==> src/rtl/control_sequencer_pkg.sv <==
// Shared constants and control-vector types for the FPG8 micro-sequencer:
// opcodes, ALU codes, FSM state encodings and the decoded control bundle.
package control_sequencer_pkg;

  localparam int WORD_W     = 16;
  localparam int ALU_CTRL_W = 3;
  localparam int SEL_W      = 3;

  localparam logic [3:0] OP_NOP   = 4'd0;
  localparam logic [3:0] OP_ADD   = 4'd1;
  localparam logic [3:0] OP_SUB   = 4'd2;
  localparam logic [3:0] OP_AND   = 4'd3;
  localparam logic [3:0] OP_OR    = 4'd4;
  localparam logic [3:0] OP_NOT   = 4'd5;
  localparam logic [3:0] OP_LOAD  = 4'd6;
  localparam logic [3:0] OP_STORE = 4'd7;
  localparam logic [3:0] OP_JMP   = 4'd8;
  localparam logic [3:0] OP_HALT  = 4'd9;

  localparam logic [ALU_CTRL_W-1:0] ALU_ADD  = 3'd0;
  localparam logic [ALU_CTRL_W-1:0] ALU_SUB  = 3'd1;
  localparam logic [ALU_CTRL_W-1:0] ALU_AND  = 3'd2;
  localparam logic [ALU_CTRL_W-1:0] ALU_OR   = 3'd3;
  localparam logic [ALU_CTRL_W-1:0] ALU_NOT  = 3'd4;
  localparam logic [ALU_CTRL_W-1:0] ALU_PASS = 3'd5;

  localparam logic [2:0] ST_F0   = 3'd0;
  localparam logic [2:0] ST_F1   = 3'd1;
  localparam logic [2:0] ST_F2   = 3'd2;
  localparam logic [2:0] ST_DEC  = 3'd3;
  localparam logic [2:0] ST_E0   = 3'd4;
  localparam logic [2:0] ST_E1   = 3'd5;
  localparam logic [2:0] ST_E2   = 3'd6;
  localparam logic [2:0] ST_HALT = 3'd7;

  // Bus drivers hold for the whole state; strobes get gated by step in the top.
  typedef struct packed {
    logic                  pc_out;
    logic                  mdr_out;
    logic                  z_out;
    logic                  gpr_out;
    logic [SEL_W-1:0]      gpr_select;
    logic [ALU_CTRL_W-1:0] alu_control;
  } bus_ctrl_t;

  typedef struct packed {
    logic mar_in;
    logic mdr_in;
    logic ir_in;
    logic y_in;
    logic z_in;
    logic pc_in;
    logic pc_inc;
    logic gpr_in;
    logic ram_rd;
    logic ram_wr;
  } strobe_t;

  typedef struct packed {
    bus_ctrl_t bus;
    strobe_t   stb;
  } ctrl_t;

  function automatic logic is_alu_op(input logic [3:0] op);
    return (op == OP_ADD) || (op == OP_SUB) || (op == OP_AND) || (op == OP_OR);
  endfunction

  function automatic logic [ALU_CTRL_W-1:0] alu_for_op(input logic [3:0] op);
    logic [ALU_CTRL_W-1:0] code;
    case (op)
      OP_ADD:  code = ALU_ADD;
      OP_SUB:  code = ALU_SUB;
      OP_AND:  code = ALU_AND;
      OP_OR:   code = ALU_OR;
      OP_NOT:  code = ALU_NOT;
      default: code = ALU_PASS;
    endcase
    return code;
  endfunction

endpackage

==> src/rtl/control_sequencer_instr_decode.sv <==
// Combinational control-store: maps the current micro-state and the latched
// instruction fields to the raw (ungated) bus-drive and strobe vector.
module instr_decode
  import control_sequencer_pkg::*;
(
  input  logic [2:0]       state,
  input  logic [3:0]       opcode,
  input  logic [SEL_W-1:0] rd,
  input  logic [SEL_W-1:0] rs,
  output ctrl_t            ctrl
);

  always_comb begin
    ctrl = '0;
    ctrl.bus.alu_control = ALU_PASS;
    case (state)
      ST_F0: begin
        ctrl.bus.pc_out = 1'b1;
        ctrl.stb.mar_in = 1'b1;
        ctrl.stb.ram_rd = 1'b1;
      end
      ST_F1: begin
        ctrl.stb.mdr_in = 1'b1;
        ctrl.stb.pc_inc = 1'b1;
      end
      ST_F2: begin
        ctrl.bus.mdr_out = 1'b1;
        ctrl.stb.ir_in   = 1'b1;
      end
      ST_E0: begin
        if (is_alu_op(opcode)) begin
          ctrl.bus.gpr_out    = 1'b1;
          ctrl.bus.gpr_select = rs;
          ctrl.stb.y_in       = 1'b1;
        end else if (opcode == OP_NOT) begin
          ctrl.bus.gpr_out     = 1'b1;
          ctrl.bus.gpr_select  = rd;
          ctrl.bus.alu_control = ALU_NOT;
          ctrl.stb.z_in        = 1'b1;
        end else if (opcode == OP_LOAD || opcode == OP_STORE) begin
          ctrl.bus.gpr_out    = 1'b1;
          ctrl.bus.gpr_select = rs;
          ctrl.stb.mar_in     = 1'b1;
          ctrl.stb.ram_rd     = (opcode == OP_LOAD);
        end else if (opcode == OP_JMP) begin
          ctrl.bus.gpr_out    = 1'b1;
          ctrl.bus.gpr_select = rs;
          ctrl.stb.pc_in      = 1'b1;
        end
      end
      ST_E1: begin
        if (is_alu_op(opcode)) begin
          ctrl.bus.gpr_out     = 1'b1;
          ctrl.bus.gpr_select  = rd;
          ctrl.bus.alu_control = alu_for_op(opcode);
          ctrl.stb.z_in        = 1'b1;
        end else if (opcode == OP_NOT) begin
          ctrl.bus.z_out      = 1'b1;
          ctrl.bus.gpr_select = rd;
          ctrl.stb.gpr_in     = 1'b1;
        end else if (opcode == OP_LOAD) begin
          ctrl.stb.mdr_in = 1'b1;
        end else if (opcode == OP_STORE) begin
          ctrl.bus.gpr_out    = 1'b1;
          ctrl.bus.gpr_select = rd;
          ctrl.stb.mdr_in     = 1'b1;
        end
      end
      ST_E2: begin
        if (is_alu_op(opcode)) begin
          ctrl.bus.z_out      = 1'b1;
          ctrl.bus.gpr_select = rd;
          ctrl.stb.gpr_in     = 1'b1;
        end else if (opcode == OP_LOAD) begin
          ctrl.bus.mdr_out    = 1'b1;
          ctrl.bus.gpr_select = rd;
          ctrl.stb.gpr_in     = 1'b1;
        end else if (opcode == OP_STORE) begin
          ctrl.stb.ram_wr = 1'b1;
        end
      end
      default: ;
    endcase
  end

endmodule

==> src/rtl/control_sequencer.sv <==
// Step-gated fetch/decode/execute Moore FSM for the FPG8 single-bus datapath.
// Each step pulse advances one micro-state; strobes fire only in that cycle.
module control_sequencer
  import control_sequencer_pkg::*;
(
  input  logic                  clk,
  input  logic                  reset,
  input  logic                  step,
  input  logic [WORD_W-1:0]     ir,
  output logic                  pc_out,
  output logic                  mar_in,
  output logic                  mdr_in,
  output logic                  mdr_out,
  output logic                  ir_in,
  output logic                  y_in,
  output logic                  z_in,
  output logic                  z_out,
  output logic                  pc_in,
  output logic                  pc_inc,
  output logic                  gpr_in,
  output logic                  gpr_out,
  output logic [SEL_W-1:0]      gpr_select,
  output logic [ALU_CTRL_W-1:0] alu_control,
  output logic                  ram_enable_read,
  output logic                  ram_enable_write,
  output logic                  halted,
  output logic                  illegal,
  output logic [2:0]            state_dbg
);

  logic [2:0]       state_q, state_d;
  logic [3:0]       op_q, op_d;
  logic [SEL_W-1:0] rd_q, rd_d, rs_q, rs_d;
  logic [3:0]       ir_op;
  logic             unused_ir;
  ctrl_t            ctrl;
  logic             gate;

  assign ir_op     = ir[15:12];
  assign unused_ir = ^ir[5:0];

  always_comb begin
    state_d = state_q;
    op_d    = op_q;
    rd_d    = rd_q;
    rs_d    = rs_q;
    if (step) begin
      case (state_q)
        ST_F0: state_d = ST_F1;
        ST_F1: state_d = ST_F2;
        ST_F2: state_d = ST_DEC;
        ST_DEC: begin
          op_d = ir_op;
          rd_d = ir[11:9];
          rs_d = ir[8:6];
          if (ir_op == OP_HALT)                             state_d = ST_HALT;
          else if (ir_op == OP_NOP || ir_op > OP_HALT)      state_d = ST_F0;
          else                                              state_d = ST_E0;
        end
        ST_E0:   state_d = (op_q == OP_JMP) ? ST_F0 : ST_E1;
        ST_E1:   state_d = (op_q == OP_NOT) ? ST_F0 : ST_E2;
        ST_E2:   state_d = ST_F0;
        default: state_d = ST_HALT;
      endcase
    end
  end

  always_ff @(posedge clk or negedge reset) begin
    if (!reset) begin
      state_q <= ST_F0;
      op_q    <= OP_NOP;
      rd_q    <= '0;
      rs_q    <= '0;
    end else begin
      state_q <= state_d;
      op_q    <= op_d;
      rd_q    <= rd_d;
      rs_q    <= rs_d;
    end
  end

  instr_decode u_decode (
    .state  (state_q),
    .opcode (op_q),
    .rd     (rd_q),
    .rs     (rs_q),
    .ctrl   (ctrl)
  );

  // Outputs are forced low combinationally by reset so an aborted strobe drops at once.
  assign gate = reset & step;

  assign pc_out      = reset & ctrl.bus.pc_out;
  assign mdr_out     = reset & ctrl.bus.mdr_out;
  assign z_out       = reset & ctrl.bus.z_out;
  assign gpr_out     = reset & ctrl.bus.gpr_out;
  assign gpr_select  = reset ? ctrl.bus.gpr_select : '0;
  assign alu_control = reset ? ctrl.bus.alu_control : ALU_PASS;

  assign mar_in           = gate & ctrl.stb.mar_in;
  assign mdr_in           = gate & ctrl.stb.mdr_in;
  assign ir_in            = gate & ctrl.stb.ir_in;
  assign y_in             = gate & ctrl.stb.y_in;
  assign z_in             = gate & ctrl.stb.z_in;
  assign pc_in            = gate & ctrl.stb.pc_in;
  assign pc_inc           = gate & ctrl.stb.pc_inc;
  assign gpr_in           = gate & ctrl.stb.gpr_in;
  assign ram_enable_read  = gate & ctrl.stb.ram_rd;
  assign ram_enable_write = gate & ctrl.stb.ram_wr;

  assign halted    = reset & (state_q == ST_HALT);
  assign illegal   = gate & (state_q == ST_DEC) & (ir_op > OP_HALT);
  assign state_dbg = state_q;

endmodule

==> config.mk <==
export PLATFORM = sky130hd
export DESIGN_NAME = control_sequencer
export DESIGN_NICKNAME = d
export VERILOG_FILES = /design/src/rtl/control_sequencer_pkg.sv /design/src/rtl/control_sequencer_instr_decode.sv /design/src/rtl/control_sequencer.sv
export SDC_FILE = /design/constraint.sdc
export NUM_CORES = 1
export LEC_CHECK = 0
export BUFFER_PORTS_ARGS = -buffer_cell sky130_fd_sc_hd__buf_2
export CORE_UTILIZATION = 43
export DETAILED_ROUTE_END_ITERATION = 10
export PLACE_DENSITY = 0.69
export SYNTH_ARGS = -nofsm -noshare
export SYNTH_HDL_FRONTEND = slang
export SYNTH_HIERARCHICAL = 1
export SYNTH_SLANG_ARGS = --single-unit
==> constraint.sdc <==
create_clock -name clk -period 2.2 [get_ports clk]
set_input_delay 0.22 -clock clk [delete_from_list [all_inputs] [get_ports clk]]
set_output_delay 0.22 -clock clk [all_outputs]
set_load 0.005 [all_outputs]
* Word level (Yosys, flattened, before mapping)
Index checks and enable logic that the tools add are counted.
** Operators by class
- Reductions and logical operators :: 8
- Muxes and demuxes :: 59
- Equal/unequal tests :: 16
- Bitwise gates (word level) :: 18
- $lt $le $gt $ge :: 1
** Operators by type and width (count)
- 4-bit 2-to-1 mux :: 8
- 3-bit 2-to-1 mux :: 10
- 1-bit 2-to-1 mux :: 28
- 3-bit one-hot mux with 7 select lines :: 1
- 1-bit bitwise AND :: 18
- 4-bit by 3-bit equality test with 1-bit output, second input constant :: 4
- 1-bit one-hot mux with 2 select lines :: 8
- 3-bit one-hot mux with 5 select lines :: 1
- 3-bit equality test, second input constant :: 4
- 3-bit one-hot mux with 3 select lines :: 1
- 4-bit by 2-bit equality test with 1-bit output, second input constant :: 2
- 4-bit equality test, second input constant :: 2
- 3-bit by 2-bit equality test with 1-bit output, second input constant :: 2
- 3-bit one-hot mux with 2 select lines :: 1
- 1-bit logical OR :: 5
- 4-bit by 1-bit equality test with 1-bit output, second input constant :: 1
- 4-bit greater-than comparator, second input constant :: 1
- 4-bit zero test :: 1
- 3-bit by 1-bit equality test with 1-bit output, second input constant :: 1
- 3-bit zero test :: 1
- 2-bit 2-to-1 mux :: 1
- 2-bit AND reduction :: 1
** Word-level totals
- Logic and storage cells :: 106
- Bits of input ports :: 19
- Output and inout bits :: 25
- Flip-flop bits (word level) :: 13

* Logic depth before layout (Yosys ltp)
- Word-level depth :: 7
- Depth in mapped cells :: 6
- Depth with buffers taken out :: 5

* Modules after synthesis
The synthesis kept the hierarchy.
** By module, submodules not included
- control_sequencer :: instances 1, cells an instance 73, seq. area each 325.3 sq um, area an instance 780.7 sq um
- instr_decode :: instances 1, cells an instance 70, seq. area each 0.0 sq um, area an instance 405.4 sq um

* Least setup slack after synthesis
OpenSTA, ideal clock, no wires.
- Kind :: register -> output
- From :: reg state_q[1] (netlist: state_dbg[1])
- To :: out gpr_select[1]
- Slack :: 504 ps
- Data arrival time :: 1476 ps
- Data required time :: 1980 ps
- Path buffers :: 1
- Cell stages (with the launch flop) :: 6
- Path through :: dfrtp_1 -> buf_6 -> or3b_4 -> a31o_2 -> o22ai_1 -> and2_1
** RTL lines
- start: declaration :: line control_sequencer.sv:31 : logic [2:0] state_q, state_d;
- start signal: assignment :: line control_sequencer.sv:75 : state_q <= state_d;
- end: declaration :: line control_sequencer.sv:22 : output logic [SEL_W-1:0] gpr_select,

==> impl_results.md <==
- Sw Ratio: 0.456
- Die height: 54.5 um
- Register share of total power: 0.342
- Ys async rst share: 1.00
- Area grow syn2layout: 20.3%
- DRC: 0
- GR Util All Layers: 0.190
- Routability cong.: 0.880
- Mapped Cells: 143
- Fin crit share: 0.949
- CTS tree: yes
- Power per cell area: 1200 nW/um^2
- Post-synth cell types: 44
- Final cell count without fillers: 209
- Initial core utilization: 0.466
- Setup violators final: 0
- Final WS setup: 113 ps
- DIE AREA: 2970 um^2
- Psw: 778 uW
- Post-CTS setup buffer count: 0
- First-pass GRT wire length: 4070 um
- Placed instance count: 204
- Crit path launch type: flop
- Hold Crit Class: in2reg
- PortBufs: 37
- Mean Syn Cell Area: 8.29 um^2
- Clock Path Buffers: 2
- Most used DFF post-synth: dfrtp_1
- DRT Pass-1 Iters: 4
- Reg clk slew, reported paths: 80 ps
- Hold WS: 172 ps
- Clock power frac: 0.085
- DRT antenna net count: 0
- Part of the power in combinational logic: 0.573
- Ports: 44
- Post-route setup TNS: 0 ps
- Clock skew: 3.24 ps
- RSZ-0062 raised after global routing: no
- Vias in the first global route: 922
- Share of cells above drive strength 1: 0.391
- Post-place setup slack: 301 ps
- Num Clock Sinks: 13
- Clock insertion delay at the later pin of the skew report: 270 ps
- Pleak: 0.699 nW
- Max Slew Vio Count: 0
- Peak supply drop: 744 uV
- Multi-input logic area: 781 um^2
- Largest net degree at the start of global routing: 28
- Fmax achieved: 0.479 GHz
- Max cap viols: 0
- Syn_nets: 162
- Sequential cell area: 330 um^2
- Seq/Total Area, Yosys: 0.274
- Overall die width: 54.5 um
- Vias: 1147
- Pwr Total: 1.71 mW
- Final HPWL DP: 1990 um
- Yosys reg bits: 13
- Filler cells: 259
- Slew @ Worst Pin: 390 ps
- Area of the mapped netlist: 1190 um^2
- Final-report hold violation count: 0
- Ys Warns: 6
- Critical path arrival: 1870 ps
- CTS H-tree lvls: 1
- Drt total wl: 2670 um
- Initial DRC Count: 24
- Crit Path Class: reg2out
- Post-synth EDFFs: 0
- Crit Path Max Fanout: 9
- Row count: 18
- DR vias/cell: 5.49
- Clk root buf: clkbuf_4
- Core area: 2540 um^2
- R2r setup slk: 460 ps
- Required time worst endpoint: 1980 ps
- Total gr overflow: 0
- Nets@finish: 199
- Status: complete, no violations
- Antenna violations before repair: 0
- Int Pwr: 930 uW
- Critical Path End Type: primary output
- Slew margin rel.: 0.739
- Drt wl/cell: 12.8 um
- Ant. Diodes: 0
- CTS buffer count: 3
- Final worst path period need: 2090 ps
==> registers in the layout, summed over array words and instances (netlist names) <==
signal / cells
op_q: 4
rd_q: 3
rs_q: 3
state_dbg: 3
==> cells in the mapped netlist (3+ instances only) <==
library cell | n | share of area
dfrtp_1 | 13 | 0.27
nor2_1 | 12 | 0.038
and3_1 | 11 | 0.058
mux2_2 | 10 | 0.095
and2_1 | 9 | 0.047
a21oi_1 | 7 | 0.030
inv_1 | 7 | 0.022
nor3_1 | 7 | 0.030
o21ai_0 | 6 | 0.025
nand2b_1 | 5 | 0.026
clkbuf_1 | 4 | 0.013
nand2_1 | 4 | 0.013
o22ai_1 | 4 | 0.021
buf_4 | 3 | 0.019
nand3_1 | 3 | 0.013
==> stage by stage <==
step | util | instance area, um^2
after floorplan | - | 1190
after global placement | 0.540 | 1370
after detailed placement | 0.540 | 1370
after CTS | 0.555 | 1410
after global routing | 0.560 | 1430
final | 0.560 | 1430
==> area by class of cell <==
cell class,instances,area share
clock buffer,4,0.0184
inverter,7,0.0184
multi-input combinational,113,0.547
sequential,13,0.232
tap,30,0.0263
timing repair buffer,42,0.158
==> power by group through the flow <==
stage	logic [mW]	clock network (mW)	registers, mW
after global routing	1.09	0.162	0.610
after floorplan	0.826	0	0.472
final	0.979	0.145	0.583
after global placement	0.931	0	0.563
after CTS	0.959	0.151	0.563
after detailed placement	0.955	0	0.566
==> layout by cell type, fill, tap and decap left out, drive strengths merged, types with 2 or more instances in the layout <==
cell type	n
inv	7
nor2	12
nand2	4
and3	11
nor3	7
o21a	2
o21ai	7
mux2	10
a21oi	7
a31oi	2
or2b	2
nand2b	5
a211oi	3
dfrtp	13
nor3b	2
buf	41
nand3	3
clkbuf	4
o22ai	4
and2	10
nor2b	2
and4	2
nand3b	2
==> metal layers <==
| layer | track usage | wire length, um | vias up |
|---|---|---|---|
| met2 | 0.299 | 1260 | 29 |
| met4 | 0.103 | 34 | 0 |
| met1 | 0.260 | 1290 | 518 |
| met5 | 0 | 0 | - |
| met3 | 0.00833 | 81 | 4 |
| li1 | - | - | 596 |
==> cell families (layout without fill, tap and decap cells) <==
| family | Yosys count | count (layout) | synth area share |
|---|---|---|---|
| and+or+nand+nor | 70 | 70 | 0.368 |
| AOI/OAI and AO/OA | 31 | 31 | 0.170 |
| xor gates and xnor gates | 1 | 1 | 0.00739 |
| DFF | 13 | 13 | 0.274 |
| buffers and inverters | 17 | 53 | 0.0770 |
| muxes | 11 | 11 | 0.103 |
==> timing repair <==
item,in CTS,in global routing
setup endpoints to repair,1,6
resized for setup,1,7
endpoints found under the hold margin,4,0
hold buffers,1,0
==> worst paths after layout <==
| check | start | to | cells past startpoint |
|---|---|---|---|
| min in group asynchronous | reset | state_dbg[0] | 2 |
| min reg2reg | rs_q[0] | rs_q[0] | 1 |
| max in group asynchronous | reset | op_q[0] | 3 |
| max | state_dbg[0] | gpr_in | 6 |
| max reg2reg | state_dbg[2] | state_dbg[2] | 4 |
| min | ir[6] | rs_q[0] | 2 |
==> worst max-delay path, stage by stage, from the launching register on <==
cell and delay [ps]:
dfrtp_1 480, or2b_2 380, mux2i_1 150, a31oi_1 120
o32ai_1 160, and3_1 190, buf_2 110
Power figures use the tool's default switching activity.
